===== config.mk =====
export PLATFORM = sky130hd
export DESIGN_NAME = aq_axis_reduce_px
export DESIGN_NICKNAME = d
export VERILOG_FILES = /design/src/rtl/aq_axis_reduce_pkg.sv /design/src/rtl/aq_axis_reduce_dda.sv /design/src/rtl/aq_axis_reduce_px.sv
export SDC_FILE = /design/constraint.sdc
export NUM_CORES = 1
export LEC_CHECK = 0
export BUFFER_PORTS_ARGS = -buffer_cell sky130_fd_sc_hd__buf_2
export CAP_MARGIN = 5
export CORE_AREA = 5 5 183 185
export CTS_CLUSTER_DIAMETER = 80
export DETAILED_ROUTE_END_ITERATION = 10
export DIE_AREA = 0 0 188 190
export PLACE_DENSITY_LB_ADDON = 0.25
export SYNTH_ARGS = -nofsm -noshare
export SYNTH_HDL_FRONTEND = slang
export SYNTH_SLANG_ARGS = --single-unit

===== constraint.sdc =====
create_clock -name ACLK -period 5.85 [get_ports ACLK]
set_input_delay 0.8775 -clock ACLK [delete_from_list [all_inputs] [get_ports ACLK]]
set_output_delay 0.8775 -clock ACLK [all_outputs]
set_load 0.1 [all_outputs]

===== src/rtl/aq_axis_reduce_pkg.sv =====
// aq_axis_reduce_pkg: state encoding and default geometry/pixel widths
// shared by the DDA image reducer (averaging via AQ_AXIS_REDUCE_AVG_EN).
package aq_axis_reduce_pkg;

    localparam int CH_NUM_DEF = 4;
    localparam int CH_W_DEF   = 8;
    localparam int XY_W_DEF   = 12;

    localparam logic ST_IDLE = 1'b0;
    localparam logic ST_RUN  = 1'b1;

endpackage


===== src/rtl/aq_axis_reduce_dda.sv =====
// aq_axis_reduce_dda: one decimation axis -- position counter plus
// error accumulator; keep/last describe the element about to be stepped.
module aq_axis_reduce_dda
    import aq_axis_reduce_pkg::*;
#(
    parameter int XY_W = XY_W_DEF
) (
    input  logic            clk,
    input  logic            rst_n,
    input  logic            step,
    input  logic            clear,
    input  logic [XY_W-1:0] org,
    input  logic [XY_W-1:0] cnv,
    output logic            keep,
    output logic            last
);

    localparam logic [XY_W-1:0] ONE = XY_W'(1);

    logic [XY_W-1:0] r_cnt;
    logic [XY_W:0]   r_acc;
    logic [XY_W:0]   w_sum;
    logic [XY_W:0]   w_nxt;

    assign w_sum = r_acc + {1'b0, cnv};
    assign keep  = (w_sum >= {1'b0, org});
    assign last  = (r_cnt == org - ONE);
    assign w_nxt = keep ? (w_sum - {1'b0, org}) : w_sum;

    always_ff @(posedge clk or negedge rst_n) begin
        if (!rst_n) begin
            r_cnt <= '0;
            r_acc <= '0;
        end else if (clear) begin
            r_cnt <= '0;
            r_acc <= '0;
        end else if (step) begin
            if (last) begin
                r_cnt <= '0;
                r_acc <= '0;
            end else begin
                r_cnt <= r_cnt + ONE;
                r_acc <= w_nxt;
            end
        end
    end

endmodule


===== src/rtl/aq_axis_reduce_px.sv =====
// aq_axis_reduce_px: AXI-Stream raster reducer with per-axis DDA decimation.
// Define AQ_AXIS_REDUCE_AVG_EN to average each kept pixel with its predecessor.
module aq_axis_reduce_px
    import aq_axis_reduce_pkg::*;
#(
    parameter int CH_NUM = CH_NUM_DEF,
    parameter int CH_W   = CH_W_DEF,
    parameter int XY_W   = XY_W_DEF
) (
    input  logic                   ACLK,
    input  logic                   ARESETN,
    input  logic [XY_W-1:0]        ORG_X,
    input  logic [XY_W-1:0]        ORG_Y,
    input  logic [XY_W-1:0]        CNV_X,
    input  logic [XY_W-1:0]        CNV_Y,
    input  logic                   FSYNC_IN,
    output logic                   FSYNC_OUT,
    input  logic [CH_NUM*CH_W-1:0] S_AXIS_TDATA,
    input  logic                   S_AXIS_TVALID,
    input  logic                   S_AXIS_TLAST,
    output logic                   S_AXIS_TREADY,
    output logic [CH_NUM*CH_W-1:0] M_AXIS_TDATA,
    output logic                   M_AXIS_TVALID,
    output logic                   M_AXIS_TLAST,
    input  logic                   M_AXIS_TREADY,
    output logic                   BUSY,
    output logic                   CFG_ERR,
    output logic                   LINE_ERR
);

    localparam int DW = CH_NUM * CH_W;

    logic            r_state;
    logic [XY_W-1:0] r_org_x;
    logic [XY_W-1:0] r_org_y;
    logic [XY_W-1:0] r_cnv_x;
    logic [XY_W-1:0] r_cnv_y;
    logic            r_fsync_out;
    logic            r_cfg_err;
    logic            r_line_err;
    logic            r_m_valid;
    logic            r_m_last;
    logic [DW-1:0]   r_m_data;

    logic            w_geo_ok;
    logic            w_s_ready;
    logic            w_acc;
    logic            w_keep;
    logic            w_x_keep;
    logic            w_x_last;
    logic            w_y_keep;
    logic            w_y_last;
    logic            w_frame_end;
    logic [DW-1:0]   w_pix;

    assign w_geo_ok = (CNV_X != '0) && (CNV_X <= ORG_X) &&
                      (CNV_Y != '0) && (CNV_Y <= ORG_Y);

    assign w_s_ready   = (r_state == ST_IDLE) || !r_m_valid || M_AXIS_TREADY;
    // A beat arriving with FSYNC_IN belongs to neither frame.
    assign w_acc       = S_AXIS_TVALID && w_s_ready &&
                         (r_state == ST_RUN) && !FSYNC_IN;
    assign w_keep      = w_acc && w_x_keep && w_y_keep;
    assign w_frame_end = w_acc && w_x_last && w_y_last;

    aq_axis_reduce_dda #(.XY_W(XY_W)) u_dda_x (
        .clk   (ACLK),
        .rst_n (ARESETN),
        .step  (w_acc),
        .clear (FSYNC_IN),
        .org   (r_org_x),
        .cnv   (r_cnv_x),
        .keep  (w_x_keep),
        .last  (w_x_last)
    );

    aq_axis_reduce_dda #(.XY_W(XY_W)) u_dda_y (
        .clk   (ACLK),
        .rst_n (ARESETN),
        .step  (w_acc && w_x_last),
        .clear (FSYNC_IN),
        .org   (r_org_y),
        .cnv   (r_cnv_y),
        .keep  (w_y_keep),
        .last  (w_y_last)
    );

`ifdef AQ_AXIS_REDUCE_AVG_EN
    logic [DW-1:0] r_prev;
    logic          r_first;
    logic [DW-1:0] w_prev;

    // The first pixel of a line has no predecessor and pairs with itself.
    assign w_prev = r_first ? S_AXIS_TDATA : r_prev;

    always_ff @(posedge ACLK or negedge ARESETN) begin
        if (!ARESETN) begin
            r_prev  <= '0;
            r_first <= 1'b1;
        end else if (FSYNC_IN) begin
            r_first <= 1'b1;
        end else if (w_acc) begin
            r_prev  <= S_AXIS_TDATA;
            r_first <= w_x_last;
        end
    end

    for (genvar c = 0; c < CH_NUM; c++) begin : g_avg
        logic [CH_W:0] w_sum;
        assign w_sum = {1'b0, S_AXIS_TDATA[c*CH_W +: CH_W]} +
                       {1'b0, w_prev[c*CH_W +: CH_W]} +
                       (CH_W+1)'(1);
        assign w_pix[c*CH_W +: CH_W] = CH_W'(w_sum >> 1);
    end
`else
    assign w_pix = S_AXIS_TDATA;
`endif

    always_ff @(posedge ACLK or negedge ARESETN) begin
        if (!ARESETN) begin
            r_state     <= ST_IDLE;
            r_org_x     <= '0;
            r_org_y     <= '0;
            r_cnv_x     <= '0;
            r_cnv_y     <= '0;
            r_fsync_out <= 1'b0;
            r_cfg_err   <= 1'b0;
            r_line_err  <= 1'b0;
        end else begin
            r_fsync_out <= 1'b0;
            if (FSYNC_IN) begin
                r_org_x     <= ORG_X;
                r_org_y     <= ORG_Y;
                r_cnv_x     <= CNV_X;
                r_cnv_y     <= CNV_Y;
                r_line_err  <= 1'b0;
                r_cfg_err   <= !w_geo_ok;
                r_fsync_out <= w_geo_ok;
                r_state     <= w_geo_ok ? ST_RUN : ST_IDLE;
            end else begin
                if (w_acc && (S_AXIS_TLAST != w_x_last))
                    r_line_err <= 1'b1;
                if (w_frame_end)
                    r_state <= ST_IDLE;
            end
        end
    end

    always_ff @(posedge ACLK or negedge ARESETN) begin
        if (!ARESETN) begin
            r_m_valid <= 1'b0;
            r_m_last  <= 1'b0;
            r_m_data  <= '0;
        end else if (FSYNC_IN) begin
            r_m_valid <= 1'b0;
        end else if (w_keep) begin
            r_m_valid <= 1'b1;
            r_m_last  <= w_x_last;
            r_m_data  <= w_pix;
        end else if (M_AXIS_TREADY) begin
            r_m_valid <= 1'b0;
        end
    end

    assign S_AXIS_TREADY = w_s_ready;
    assign M_AXIS_TDATA  = r_m_data;
    assign M_AXIS_TVALID = r_m_valid;
    assign M_AXIS_TLAST  = r_m_last;
    assign FSYNC_OUT     = r_fsync_out;
    assign BUSY          = r_state;
    assign CFG_ERR       = r_cfg_err;
    assign LINE_ERR      = r_line_err;

endmodule


## Yosys cells after proc, flatten, opt, wreduce, memory -nomap -nowiden

Cells that the tools add are included.

- Add/subtract/negate cells: 8
- Magnitude comparators: 4
- Equality and inequality tests: 3
- Mux-type cells: 23
- Bitwise operators: 2
- Reduce and logical (&&, ||, !) cells: 24

Operators with widths:

| cell | count |
|---|---|
| 13-bit 2-to-1 mux | 8 |
| 12-bit 2-to-1 mux | 6 |
| 13-bit by 12-bit adder with 13-bit output | 2 |
| 13-bit by 12-bit >= comparator with 1-bit output | 2 |
| 13-bit by 12-bit subtractor with 13-bit output | 2 |
| 12-bit by 1-bit adder with 12-bit output, second input constant | 2 |
| 12-bit == test | 2 |
| 12-bit less-or-equal comparator | 2 |
| 12-bit nonzero test | 2 |
| 12-bit by 1-bit subtractor with 12-bit output, second input constant | 2 |
| 1-bit logical AND | 11 |
| 1-bit 2-to-1 mux | 9 |
| 2-bit nonzero test | 4 |
| 1-bit zero test | 3 |
| 3-bit nonzero test | 1 |
| 1-bit logical OR | 2 |
| 1-bit NOT | 2 |
| 2-bit AND reduction | 1 |
| 1-bit inequality test | 1 |

- Flip-flop bits (word level): 136
- Output and inout bits: 39
- Word-level logic and storage cells: 79

## Depth between registers and ports, before layout

Gate-level depths: netlist of the first run.

- Depth in word-level cells: 10
- Depth in mapped cells: 19
- Depth with buffers taken out: 18

## Modules after synthesis

From an unflattened synthesis of the first run, not the netlist that was laid out.

- Cells, all modules: 978
- Area total of the unflattened synthesis: 9644.2 um^2

By module, submodules not included:

| module | times used | cells each | area each (um^2) |
|---|---|---|---|
| aq_axis_reduce_px | 1 | 293 | 4025.1 |
| aq_axis_reduce_dda at u_dda_y | 1 | 355 | 2881.5 |
| aq_axis_reduce_dda at u_dda_x | 1 | 330 | 2737.6 |

## Worst setup path after synthesis of the first run

No wires, ideal clock.

- Path type: reg-to-reg
- Start: register r_cnv_x[5]
- End: register r_m_data[0], in the netlist M_AXIS_TDATA[0]
- Arrival time: 3865 ps
- Data required time: 5724 ps
- Slack: 1859 ps
- Cell stages (with the launch flop): 16
- Clock period less this slack: 3991 ps
- Path through: dfrtp_1 ha_1 a21o_1 a21o_1 a221oi_1 o21bai_1 a21oi_1 xnor2_1 ha_1 nand4_1 nor3_1 or2_2 a211oi_1 nand3b_1 buf_2 mux2_2

- Longest elaborated chain between the ends: 5

RTL lines:

| item | RTL line | source |
|---|---|---|
| start: declaration | aq_axis_reduce_px.sv:36 | `logic [XY_W-1:0] r_cnv_x;` |
| start signal: assignment | aq_axis_reduce_px.sv:124 | `r_cnv_x <= '0;` |
| start signal: assignment | aq_axis_reduce_px.sv:134 | `r_cnv_x <= CNV_X;` |
| 13-bit by 12-bit adder with 13-bit output | aq_axis_reduce_dda.sv:25 | `assign w_sum = r_acc + {1'b0, cnv};` |
| 13-bit by 12-bit >= comparator with 1-bit output | aq_axis_reduce_dda.sv:26 | `assign keep = (w_sum >= {1'b0, org});` |
| 1-bit logical AND (2 in series) | aq_axis_reduce_px.sv:63 | `assign w_keep = w_acc && w_x_keep && w_y_keep;` |
| 2-bit AND reduction (no source line) | - |  |
| end signal: assignment | aq_axis_reduce_px.sv:159 | `r_m_data <= w_pix;` |
| end: declaration | aq_axis_reduce_px.sv:43 | `logic [DW-1:0] r_m_data;` |

Every way passes these cells.
A chain may end at the register's enable or synchronous reset.

## Final worst setup path of the first run

- Start: register u_dda_y.r_acc[0]
- End: register r_m_data[24], in the netlist M_AXIS_TDATA[24]

- Longest elaborated chain between the ends: 4

RTL lines:

| item | RTL line | source |
|---|---|---|
| start: declaration | aq_axis_reduce_dda.sv:21 | `logic [XY_W:0] r_acc;` |
| start signal: assignment | aq_axis_reduce_dda.sv:43 | `r_acc <= w_nxt;` |
| 13-bit by 12-bit adder with 13-bit output | aq_axis_reduce_dda.sv:25 |  |
| 13-bit by 12-bit >= comparator with 1-bit output | aq_axis_reduce_dda.sv:26 |  |
| 1-bit logical AND | aq_axis_reduce_px.sv:63 |  |
| 2-bit AND reduction (no source line) | - |  |

Every way passes these cells.

==> reports/qor.csv, run 1 <==
stage,metric,value,unit
yosys,Synth Area in Adders,11.1,%
global_route,"Remaining Overflow, GRT",0,
setup_path,crit end category,flip-flop,
clocking,clk root buf,clkbuf_16,
setup_path,crit path max fanout,34,
yosys,number of flops mapped to enable cells by yosys,0,
timing,final setup vio count,0,
yosys,Synth area leader,dfrtp_1,
yosys,Avg Inst Size Synth,9.34,sq um
clocking,Post-CTS Setup Inserts,0,
floorplan,Ports,125,
timing,RSZ-0062 raised after global routing,false,
yosys,multiplexer share of the synthesized area,9.24,%
setup_path,WP data required,6.16,ns
yosys,most used flip-flop cell after synthesis,dfrtp_1,
yosys,Simple-Gate Fraction of Synth Area,15.9,%
yosys,post-synth cell types,67,
global_route,Total GRT Usage,14.5,%
yosys,Synth top area share,36.5,%
global_route,pin count of the biggest net entering global routing,98,
drt,Wirelength per Cell,17.0,um
run,Max Cap Viol,0,
timing,Slew headroom,33.0,%
yosys,ys async rst share,100,%
global_route,number of global-route vias before repair,7683,
yosys,Syn. warnings,0,
clocking,clk sink count,136,
yosys,largest cells by area after synthesis,"dfrtp_1 (36%), ha_1 (10%), mux2_2 (6.9%)",
global_route,antenna violations before repair,1,
drt,via count,7713,
finish,fin cells,1543,
finish,diode count,0,
timing,Slew Limit Fails,0,
timing,Period minus WS final,4.24,ns
yosys,main combinational cell family by area after synthesis,compound AO/OA/AOI/OAI gates,
hold_path,Hold/Removal Path Class,reg2reg,
power_and_ir_drop,pwr/cell area,386,nW/um^2
power_and_ir_drop,maximum vdd drop,231,uV
clocking,clock transition at the registers of the reported paths,0.06,ns
place,Placed Cells,1512,
finish,Area Growth Syn to Fin,17.7,%
drt,DRT Pass-1 Iters,4,
setup_path,Worst Path Arrival,4.54,ns
yosys,cell area after synthesis,9330,sq um
place,GP Congestion,0.890,
floorplan,row count,66,
setup_path,"Max stage delay cell, worst path",fa_1,
finish,share of cells above drive strength 1,20.6,%
place,# port buffers,124,
setup_path,Crit path largest cell delay,0.43,ns
drt,Iter 0 DRT Violations,501,
yosys,xor/xnor share of the synthesized area,6.62,%
clocking,Clock Tree Buf Depth,2,
power_and_ir_drop,leakage,5.16,nW
yosys,Mapped Nets,1165,
floorplan,Die X,188,um
floorplan,core area,31900,sq um
timing,Setup Skew,0.0132,ns
drt,DRC viols,0,
floorplan,die area,35700,sq um
place,HPWL reported at the end of detailed placement,20200,um
drt,Via density,5.00,
setup_path,Crit path max-delay family,compound AO/OA/AOI/OAI gates,
floorplan,Die H,190,um
setup_path,crit path kind,reg2reg,
clocking,hold buffers post-CTS,0,
clocking,Num CTS Buffers,17,
outcome,outcome,completed,
timing,Final Hold Viols,0,
global_route,first-pass GRT wire length,41800,um
setup_path,startpoint class of the critical path,flip-flop,
floorplan,Initial Utilization,29.3,%
clocking,Worst-Skew Late Latency,0.43,ns
drt,routed wire length,26200,um
clocking,post_cts resized,0,
clocking,CTS tree,built,
timing,slew at the pin with the worst max-slew slack,0.995,ns
setup_path,Crit path buffers/inverters,2,
yosys,compound-gate portion of the synthesized area,16.5,%
drt,post-route ant nets,0,
setup_path,R2R setup slack,1.61,ns
timing,Post-Route Setup TNS,0,ns
finish,fin nets,1289,
setup_path,crit path cell chain,ha_1 > inv_1 > fa_1 > nor2b_1 > o2111ai_1 > and3_1 > nand2b_1 > xnor2_1 > ha_1 > a21o_1 > a21o_1 > a21oi_1 > o21ai_0 > o2bb2ai_1 > nand3b_1 > buf_4 > mux2_2,
timing,Tcrit/Tclk final,72.4,%
yosys,sequential-to-total area share from yosys stat,36.5,%
yosys,Post-Syn Instances,999,
yosys,#FFs+latches synth,136,
clocking,H-tree Lvls,4,
timing,f_max,236,MHz
cells in the final DEF (no fill, tap or decap), drive strengths merged, types with 12 or more instances in the layout:
cell    count
nor3       20
mux2       57
o31ai      13
clkbuf     17
inv        77
nor2       56
nor2b      12
a21o       24
nand2      88
buf       132
nor4       14
nand4      16
a21oi      41
xnor2      44
xor2       24
dfrtp     136
mux2i      22
ha         76
nand3      28
o21ai      86
final timing paths:
check | to | from | cells past startpoint
min | u_dda_y.r_acc[2]$_DFFE_PN0P_ | u_dda_y.r_acc[2]$_DFFE_PN0P_ | 2
min in group asynchronous | r_org_y[9]$_DFFE_PN0P_ | ARESETN | 1
min reg2reg | u_dda_y.r_acc[2]$_DFFE_PN0P_ | u_dda_y.r_acc[2]$_DFFE_PN0P_ | 2
max reg2reg | M_AXIS_TDATA[24]$_DFFE_PN0P_ | u_dda_y.r_acc[0]$_DFFE_PN0P_ | 17
max | M_AXIS_TDATA[24]$_DFFE_PN0P_ | u_dda_y.r_acc[0]$_DFFE_PN0P_ | 17
max in group asynchronous | M_AXIS_TDATA[30]$_DFFE_PN0P_ | ARESETN | 2
layout make-up:
| type | count | area (sq um) |
|---|---|---|
| Clock buffer | 17 | 425 |
| Inverter | 71 | 267 |
| Multi-Input combinational cell | 765 | 5550 |
| Clock inverter | 14 | 139 |
| Tap cell | 408 | 510 |
| Sequential cell | 136 | 3400 |
| Timing Repair Buffer | 132 | 687 |
| Fill cell | 3264 | 20900 |
state kept, by name, indices dropped and copies added (netlist names):
register and flops:
BUSY 1, CFG_ERR 1, FSYNC_OUT 1, LINE_ERR 1
M_AXIS_TDATA 32, M_AXIS_TLAST 1, M_AXIS_TVALID 1, r_cnv_x 12
r_cnv_y 12, r_org_x 12, r_org_y 12, u_dda_x.r_acc 13
u_dda_x.r_cnt 12, u_dda_y.r_acc 13, u_dda_y.r_cnt 12
layer usage:
layer  vias up  part of all wire [%]  global-route usage [%]
met4         0                   1.1                    2.88
met1      3724                    47                    19.3
met5         -                     0                       0
met3        19                   3.1                    2.70
met2       116                    49                    24.8
li1       3854                     -                       -
cell usage after synthesis (all sizes together) (24+ instances only):
| cell | number |
|---|---|
| dfrtp | 136 |
| nand2 | 88 |
| o21ai | 86 |
| ha | 76 |
| inv | 71 |
| mux2 | 57 |
| nor2 | 56 |
| xnor2 | 44 |
| a21oi | 41 |
| nand3 | 28 |
| a21o | 24 |
| xor2 | 24 |
cells by family (layout without fill, tap and decap cells):
group	count (synthesis)	count (layout)
flip-flops	136	136
AND/OR/NAND/NOR	296	296
XOR/XNOR	69	69
AO/OA/AOI/OAI	241	241
multiplexers	79	79
buffers and inverters	98	234
adder cells (fa/ha/maj)	80	80
worst min-delay path, delay by kind of cell (launching register included):
kind,cells,cell delay (ns)
compound gates,1,0.06
flops,1,0.34
simple gates,1,0.05
where the power goes:
| group | switching, mW | leakage, nW | total (mW) | internal [mW] |
|---|---|---|---|---|
| logic | 1.41 | 3.13 | 2.01 | 0.603 |
| registers | 0.0928 | 1.75 | 1.18 | 1.09 |
| clock network | 0.456 | 0.269 | 1.05 | 0.592 |
| total | 1.96 | 5.16 | 4.24 | 2.28 |
metrics by stage:
stage	setup slack [ns]	hold slack [ns]	cell area, sq um	power, mW	util, %
final	1.61	0.484	11000	4.24	34.5
after global routing	1.29	0.508	11000	4.49	34.5
after CTS	1.58	0.489	11000	4.29	34.5
after detailed placement	1.63	0.475	10400	3.21	32.7
after global placement	1.71	0.469	10400	3.20	32.7
after floorplan	1.86	0.453	9330	2.78	-
(Power assumes the default switching activity.)
==> run 2, diff against run 1 <==
==> constraint.sdc (replaced) <==
create_clock -name ACLK -period 4 [get_ports ACLK]
set_input_delay 0.6 -clock ACLK [delete_from_list [all_inputs] [get_ports ACLK]]
set_output_delay 0.6 -clock ACLK [all_outputs]
set_load 0.1 [all_outputs]
==> run 2 against run 1 <==
Against the previous run:
- non-clock buffer count grew 39
- count of clock-buffer cells in the layout unchanged
- fmax grew 8.2%
- highest routed layer unchanged
- routed wire length increased by 3.4%
==> reports/qor.csv, run 2 (same netlist as run 1, synthesis figures left out) <==
stage,metric,value,unit,change
floorplan,row count,66,,unchanged
finish,"commonest non-fill, non-tap cell in the layout",dfrtp_1,,unchanged
timing,hold slack final,0.0865,ns,was 0.484 ns
setup_path,crit end category,flip-flop,,unchanged
power_and_ir_drop,total chip power,6.42,mW,was 4.24 mW
drt,wl on met1,12400,um,"was 12,300 um"
timing,RSZ-0062 raised after global routing,true,,was false
timing,final worst slack,0.0871,ns,was 1.61 ns
clocking,Num CTS Buffers,17,,unchanged
hold_path,Hold/Removal Path Class,in2async,,was reg2reg
drt,Via density,4.97,,was 5.00
timing,Period minus WS final,3.91,ns,was 4.24 ns
power_and_ir_drop,leakage,5.44,nW,was 5.16 nW
place,# port buffers,124,,unchanged
timing,Tcrit/Tclk final,97.8,%,was 72.4%
finish,share of cells above drive strength 1,25.8,%,was 20.6%
timing,Post-Route Setup TNS,0,ns,unchanged
setup_path,Worst Path Arrival,4.23,ns,was 4.54 ns
drt,Highest Signal Layer,met4,,unchanged
drt,via count,7875,,"was 7,713"
clocking,Clock Tree Buf Depth,2,,unchanged
place,"worst slack, placed",-0.0511,ns,was 1.63 ns
floorplan,Die H,190,um,unchanged
setup_path,crit path max fanout,8,,was 34
drt,DRC viols,0,,unchanged
setup_path,startpoint class of the critical path,flip-flop,,unchanged
floorplan,die area,35700,sq um,unchanged
setup_path,crit path kind,reg2reg,,unchanged
drt,DRT Pass-1 Iters,4,,unchanged
global_route,number of global-route vias before repair,7744,,"was 7,683"
timing,f_max,256,MHz,was 236 MHz
power_and_ir_drop,maximum vdd drop,417,uV,was 231 uV
clocking,H-tree Lvls,4,,unchanged
run,Max Cap Viol,0,,unchanged
finish,fin nets,1328,,"was 1,289"
finish,most frequent cells in the layout,"dfrtp_1 (136), buf_2 (123), nand2_1 (88)",,unchanged
timing,Final Hold Viols,0,,unchanged
floorplan,Die X,188,um,unchanged
timing,Slew Limit Fails,0,,unchanged
finish,max reg flops,32,,unchanged
clocking,clk root buf,clkbuf_16,,unchanged
timing,slew at the pin with the worst max-slew slack,0.970,ns,was 0.995 ns
place,Post-DP Area,10600,sq um,"was 10,400 sq um"
global_route,pin count of the biggest net entering global routing,96,,was 98
timing,final setup vio count,0,,unchanged
clocking,CTS tree,built,,unchanged
global_route,antenna violations before repair,2,,was 1
global_route,Total GRT Usage,14.8,%,was 14.5%
setup_path,crit path cell chain,ha_4 > inv_1 > fa_2 > nor2b_2 > o2111ai_2 > and3_4 > o21bai_1 > a21oi_1 > xnor2_1 > ha_1 > nand3_1 > nor4_2 > nor2_1 > and4b_2 > o2bb2ai_4 > nand3b_1 > buf_6 > clkbuf_16 > mux2_2,,was ha_1 > inv_1 > fa_1 > nor2b_1 > o2111ai_1 > and3_1 > nand2b_1 > xnor2_1 > ha_1 > a21o_1 > a21o_1 > a21oi_1 > o21ai_0 > o2bb2ai_1 > nand3b_1 > buf_4 > mux2_2
drt,WL met3,897,um,was 816 um
place,HPWL reported at the end of detailed placement,20700,um,"was 20,200 um"
drt,routed wire length,27100,um,"was 26,200 um"
setup_path,Crit path largest cell delay,0.39,ns,was 0.43 ns
setup_path,Crit path max-delay family,simple AND/OR/NAND/NOR gates,,was compound AO/OA/AOI/OAI gates
floorplan,Ports,125,,unchanged
power_and_ir_drop,pwr/cell area,555,nW/um^2,was 386 nW/um^2
clocking,Worst-Skew Late Latency,0.43,ns,about the same
clocking,clock transition at the registers of the reported paths,0.07,ns,was 0.06 ns
timing,Setup Skew,0.0154,ns,was 0.0132 ns
clocking,clk sink count,136,,unchanged
drt,post-route ant nets,0,,unchanged
finish,Area Growth Syn to Fin,24.1,%,was 17.7%
timing,Slew headroom,34.8,%,was 33.0%
floorplan,Initial Utilization,29.3,%,unchanged
drt,Wirelength per Cell,17.1,um,was 17.0 um
setup_path,"Max stage delay cell, worst path",dfrtp_1,,was fa_1
outcome,outcome,completed,,unchanged
finish,Finished Cell Area,11600,sq um,"was 11,000 sq um"
setup_path,WP data required,4.32,ns,was 6.16 ns
place,GP Congestion,0.902,,was 0.890
global_route,first-pass GRT wire length,42400,um,"was 41,800 um"
drt,met2 wire len,13400,um,"was 12,800 um"
setup_path,Crit path buffers/inverters,3,,was 2
global_route,"Remaining Overflow, GRT",0,,unchanged
finish,fillers,3250,,"was 3,264"
drt,Iter 0 DRT Violations,428,,was 501
floorplan,core area,31900,sq um,unchanged
[run 2: cell types whose count changed in the layout (fill, tap and decap cells not counted), sizes merged]
| cell | change |
|---|---|
| buf | +37 |
| clkbuf | +2 |
| clkinvlp | -2 |
| diode | +1 |
| inv | +3 |
[run 2: area by class of cell]
class | instances | area, sq um | area share, %
Clock inverter | 15 | 156 | 1.35
Sequential cell | 136 | 3400 | 29.4
Antenna cell | 1 | 2.50 | 0.0216
Timing Repair Buffer | 171 | 1050 | 9.11
Clock buffer | 17 | 425 | 3.67
Tap cell | 408 | 510 | 4.41
Multi-Input combinational cell | 765 | 5760 | 49.7
Inverter | 71 | 267 | 2.30
[run 2: metrics by stage]
step,util [%],instances
6_report,36.3,1584
5_1_grt,36.3,1583
4_1_cts,35.1,1566
3_5_place_dp,33.3,1534
3_3_place_gp,33.3,1534
2_1_floorplan,-,999
[run 2: final timing paths]
| path | from | endpoint | slack, ns | depth (start not counted) |
|---|---|---|---|---|
| setup / recovery | u_dda_y.r_acc[0]$_DFFE_PN0P_ | M_AXIS_TDATA[1]$_DFFE_PN0P_ | 0.09 | 19 |
| hold / removal | ARESETN | r_org_y[9]$_DFFE_PN0P_ | 0.09 | 1 |
| setup reg to reg | u_dda_y.r_acc[0]$_DFFE_PN0P_ | M_AXIS_TDATA[1]$_DFFE_PN0P_ | 0.09 | 19 |
| hold reg to reg | u_dda_y.r_acc[7]$_DFFE_PN0P_ | u_dda_y.r_acc[7]$_DFFE_PN0P_ | 0.48 | 2 |
| max in group asynchronous | ARESETN | u_dda_x.r_cnt[10]$_DFFE_PN0P_ | 3.03 | 2 |
| min in group ACLK | S_AXIS_TDATA[12] | M_AXIS_TDATA[12]$_DFFE_PN0P_ | 0.40 | 2 |
[run 2: worst register-to-register path: stages (launching register included)]
cell and delay [ns]:
dfrtp_1 0.39, ha_4 0.17, inv_1 0.05, fa_2 0.34
nor2b_2 0.17, o2111ai_2 0.14, and3_4 0.18, o21bai_1 0.13
a21oi_1 0.09, xnor2_1 0.15, ha_1 0.31, nand3_1 0.11
nor4_2 0.29, nor2_1 0.11, and4b_2 0.25, o2bb2ai_4 0.17
nand3b_1 0.17, buf_6 0.17, clkbuf_16 0.16, mux2_2 0.28
[run 2: what timing repair did]
item | in CTS | in global routing
setup endpoints to repair | 39 | 58
setup buffers | 0 | 13
gates resized for setup | 1 | 40
endpoints found under the hold margin | 0 | 0
hold buffers | 0 | 0
pin swaps | 0 | 26
cloned | 0 | 4
[run 2: power breakdown]
| group | switching [mW] | internal, mW | total [mW] |
|---|---|---|---|
| logic | 2.10 | 0.992 | 3.10 |
| clock network | 0.712 | 0.885 | 1.60 |
| registers | 0.141 | 1.59 | 1.73 |
| total | 2.96 | 3.47 | 6.42 |
[run 2: layer usage]
metal	vias to the layer above	GRT usage (%)
met5	-	0
met4	0	3.78
met3	24	2.92
met2	124	25.0
met1	3804	19.5
li1	3923	-
==> run 3, diff against run 2 <==
--- a/config.mk
+++ b/config.mk
@@ -7,6 +7,8 @@
 export LEC_CHECK = 0
 export BUFFER_PORTS_ARGS = -buffer_cell sky130_fd_sc_hd__buf_2
 export CAP_MARGIN = 5
+export CELL_PAD_IN_SITES_DETAIL_PLACEMENT = 0
+export CELL_PAD_IN_SITES_GLOBAL_PLACEMENT = 2
 export CORE_AREA = 5 5 183 185
 export CTS_CLUSTER_DIAMETER = 80
 export DETAILED_ROUTE_END_ITERATION = 10
==> run 3 against run 2 <==
Against the previous run:
- fmax rose by 0.85%
- flip-flop and latch count is the same
- first-iteration DRC count down 29%
- clock skew decreased by 0.0043 ns
- critical path type unchanged
- largest cell class unchanged
- highest routed layer unchanged
==> reports/qor.csv, run 3 (same netlist as run 1, synthesis figures left out) <==
stage,metric,value,unit,change
setup_path,RR Startpoint,r_cnv_x[0]$_DFFE_PN0P_,,was u_dda_y.r_acc[0]$_DFFE_PN0P_
timing,Slew headroom,31.4,%,was 34.8%
setup_path,crit path launch,r_cnv_x[0]$_DFFE_PN0P_,,was u_dda_y.r_acc[0]$_DFFE_PN0P_
place,Post-DP Area,10700,sq um,"was 10,600 sq um"
setup_path,WP data required,4.32,ns,about the same
global_route,number of global-route vias before repair,7867,,"was 7,744"
power_and_ir_drop,internal power,3.55,mW,was 3.47 mW
setup_path,startpoint class of the critical path,flip-flop,,unchanged
floorplan,Die H,190,um,unchanged
timing,final setup vio count,0,,unchanged
clocking,CTS tree,built,,unchanged
setup_path,crit end category,flip-flop,,unchanged
power_and_ir_drop,pwr/cell area,562,nW/um^2,was 555 nW/um^2
finish,"commonest non-fill, non-tap cell in the layout",dfrtp_1,,unchanged
place,# port buffers,124,,unchanged
power_and_ir_drop,Comb power frac,48.9,%,was 48.2%
drt,Wirelength per Cell,18.3,um,was 17.1 um
clocking,Clock Tree Buf Depth,2,,unchanged
setup_path,crit path cell chain,ha_2 > inv_1 > fa_2 > inv_1 > ha_4 > nor2b_2 > o31a_1 > o31a_1 > o41a_1 > a21o_1 > a211oi_4 > nand3b_1 > buf_6 > clkbuf_16 > mux2_2,,was ha_4 > inv_1 > fa_2 > nor2b_2 > o2111ai_2 > and3_4 > o21bai_1 > a21oi_1 > xnor2_1 > ha_1 > nand3_1 > nor4_2 > nor2_1 > and4b_2 > o2bb2ai_4 > nand3b_1 > buf_6 > clkbuf_16 > mux2_2
floorplan,core area,31900,sq um,unchanged
timing,Tcrit/Tclk final,97.0,%,was 97.8%
finish,share of cells above drive strength 1,25.7,%,was 25.8%
timing,Slew Limit Fails,0,,unchanged
drt,DRC viols,0,,unchanged
finish,Finished Cell Area,11600,sq um,about the same
power_and_ir_drop,Reg power frac,26.5,%,was 26.9%
power_and_ir_drop,Clock power frac,24.6,%,was 24.9%
floorplan,Die X,188,um,unchanged
clocking,clk sink count,136,,unchanged
outcome,outcome,completed,,unchanged
setup_path,"Max stage delay cell, worst path",fa_2,,was dfrtp_1
clocking,clock transition at the registers of the reported paths,0.06,ns,was 0.07 ns
setup_path,Worst Path Arrival,4.20,ns,was 4.23 ns
floorplan,row count,66,,unchanged
drt,Via density,4.90,,was 4.97
clocking,clk root buf,clkbuf_16,,unchanged
floorplan,Initial Utilization,29.3,%,unchanged
timing,Period minus WS final,3.88,ns,was 3.91 ns
global_route,Total GRT Usage,15.9,%,was 14.8%
setup_path,R2R cell count,15,,was 19
finish,Area Growth Syn to Fin,24.1,%,about the same
finish,most frequent cells in the layout,"dfrtp_1 (136), buf_2 (122), nand2_1 (88)",,"was dfrtp_1 (136), buf_2 (123), nand2_1 (88)"
power_and_ir_drop,Sw Pwr,2.95,mW,was 2.96 mW
timing,Final Hold Viols,0,,unchanged
global_route,"Remaining Overflow, GRT",0,,unchanged
drt,via count,7780,,"was 7,875"
finish,max reg flops,32,,unchanged
setup_path,crit path max fanout,9,,was 8
drt,DRT Pass-1 Iters,5,,was 4
global_route,first-pass GRT wire length,44400,um,"was 42,400 um"
clocking,hold buffers post-CTS,0,,unchanged
finish,fin nets,1333,,"was 1,328"
place,"worst slack, placed",-0.0336,ns,was -0.0511 ns
power_and_ir_drop,sw frac,45.4,%,was 46.0%
floorplan,die area,35700,sq um,unchanged
setup_path,Crit path largest cell delay,0.53,ns,was 0.39 ns
global_route,pin count of the biggest net entering global routing,81,,was 96
place,HPWL reported at the end of detailed placement,22000,um,"was 20,700 um"
run,Max Cap Viol,0,,unchanged
floorplan,Ports,125,,unchanged
clocking,Worst-Skew Late Latency,0.44,ns,was 0.43 ns
power_and_ir_drop,maximum vdd drop,315,uV,was 417 uV
hold_path,Hold/Removal Path Class,in2async,,unchanged
finish,fillers,3321,,"was 3,250"
setup_path,crit path kind,reg2reg,,unchanged
clocking,Num CTS Buffers,17,,unchanged
timing,Setup Skew,0.0111,ns,was 0.0154 ns
timing,final worst slack,0.120,ns,was 0.0871 ns
clocking,H-tree Lvls,4,,unchanged
place,GP Congestion,0.842,,was 0.902
drt,post-route ant nets,0,,unchanged
global_route,antenna violations before repair,0,,was 2
power_and_ir_drop,leakage,5.47,nW,was 5.44 nW
drt,routed wire length,29000,um,"was 27,100 um"
drt,Iter 0 DRT Violations,305,,was 428
timing,f_max,258,MHz,was 256 MHz
timing,slew at the pin with the worst max-slew slack,1.02,ns,was 0.970 ns
run 3: worst paths after layout:
path                                                endpoint  slack [ns]
worst max-delay path            M_AXIS_TDATA[26]$_DFFE_PN0P_        0.12
worst min-delay path            u_dda_y.r_cnt[5]$_DFFE_PN0P_        0.24
worst max register to register  M_AXIS_TDATA[26]$_DFFE_PN0P_        0.12
worst min register to register  u_dda_x.r_acc[8]$_DFFE_PN0P_        0.49
max in group asynchronous        M_AXIS_TDATA[8]$_DFFE_PN0P_        2.90
min in group ACLK                     r_org_y[1]$_DFFE_PN0P_        0.39
run 3: what timing repair did:
item                       CTS  global route
setup endpoints to repair   43            57
gates resized for setup      2            35
pin swaps                    0            20
gates cloned                 0             3
hold endpoints to repair     0             0
buffers inserted             0            11
run 3: layout make-up:
cell class | count | area (sq um) | share of cell area, %
diodes | 1 | 2.50 | 0.0216
clock buffers | 18 | 439 | 3.79
repair buffers | 176 | 1080 | 9.31
multi-input cells | 765 | 5740 | 49.5
inverters | 71 | 267 | 2.30
flip-flops and latches | 136 | 3400 | 29.4
clock inverters | 13 | 144 | 1.24
well taps | 408 | 510 | 4.41
run 3: through the flow:
| step | util [%] | power, mW | cells | hold WS (ns) | TNS (ns) |
|---|---|---|---|---|---|
| 2_1_floorplan | - | 4.07 | 999 | 0.304 | 0 |
| 3_3_place_gp | 33.4 | 4.81 | 1542 | 0.471 | 0 |
| 3_5_place_dp | 33.4 | 4.81 | 1542 | 0.479 | -0.497 |
| 4_1_cts | 35.3 | 6.46 | 1573 | 0.261 | 0 |
| 5_1_grt | 36.3 | 6.88 | 1587 | 0.297 | -0.738 |
| 6_report | 36.3 | 6.50 | 1588 | 0.235 | 0 |
run 3: worst max-delay path: cells and delay by family (launching register included):
kind | cells | cell delay [ns]
AO/OA/AOI/OAI | 5 | 1.39
adder cells (fa/ha/maj) | 3 | 0.93
buffers and inverters | 4 | 0.44
flip-flops | 1 | 0.36
multiplexers | 1 | 0.33
AND/OR/NAND/NOR | 2 | 0.31
run 3: metal layers:
layer / vias up / wire [um] / part of all wire [%] / global-route usage [%]
li1: 3943 / - / - / -
met1: 3731 / 12600 / 43 / 19.4
met2: 84 / 15300 / 53 / 28.9
met3: 22 / 584 / 2.0 / 2.77
met4: 0 / 558 / 1.9 / 4.60
met5: - / 0 / 0 / 0
run 3: power by group through the flow:
stage	registers (mW)	logic, mW	clock network (mW)
6_report	1.72	3.18	1.60
5_1_grt	1.75	3.41	1.71
4_1_cts	1.72	3.08	1.66
3_5_place_dp	1.75	3.06	0
3_3_place_gp	1.74	3.06	0
2_1_floorplan	2.78	1.29	0
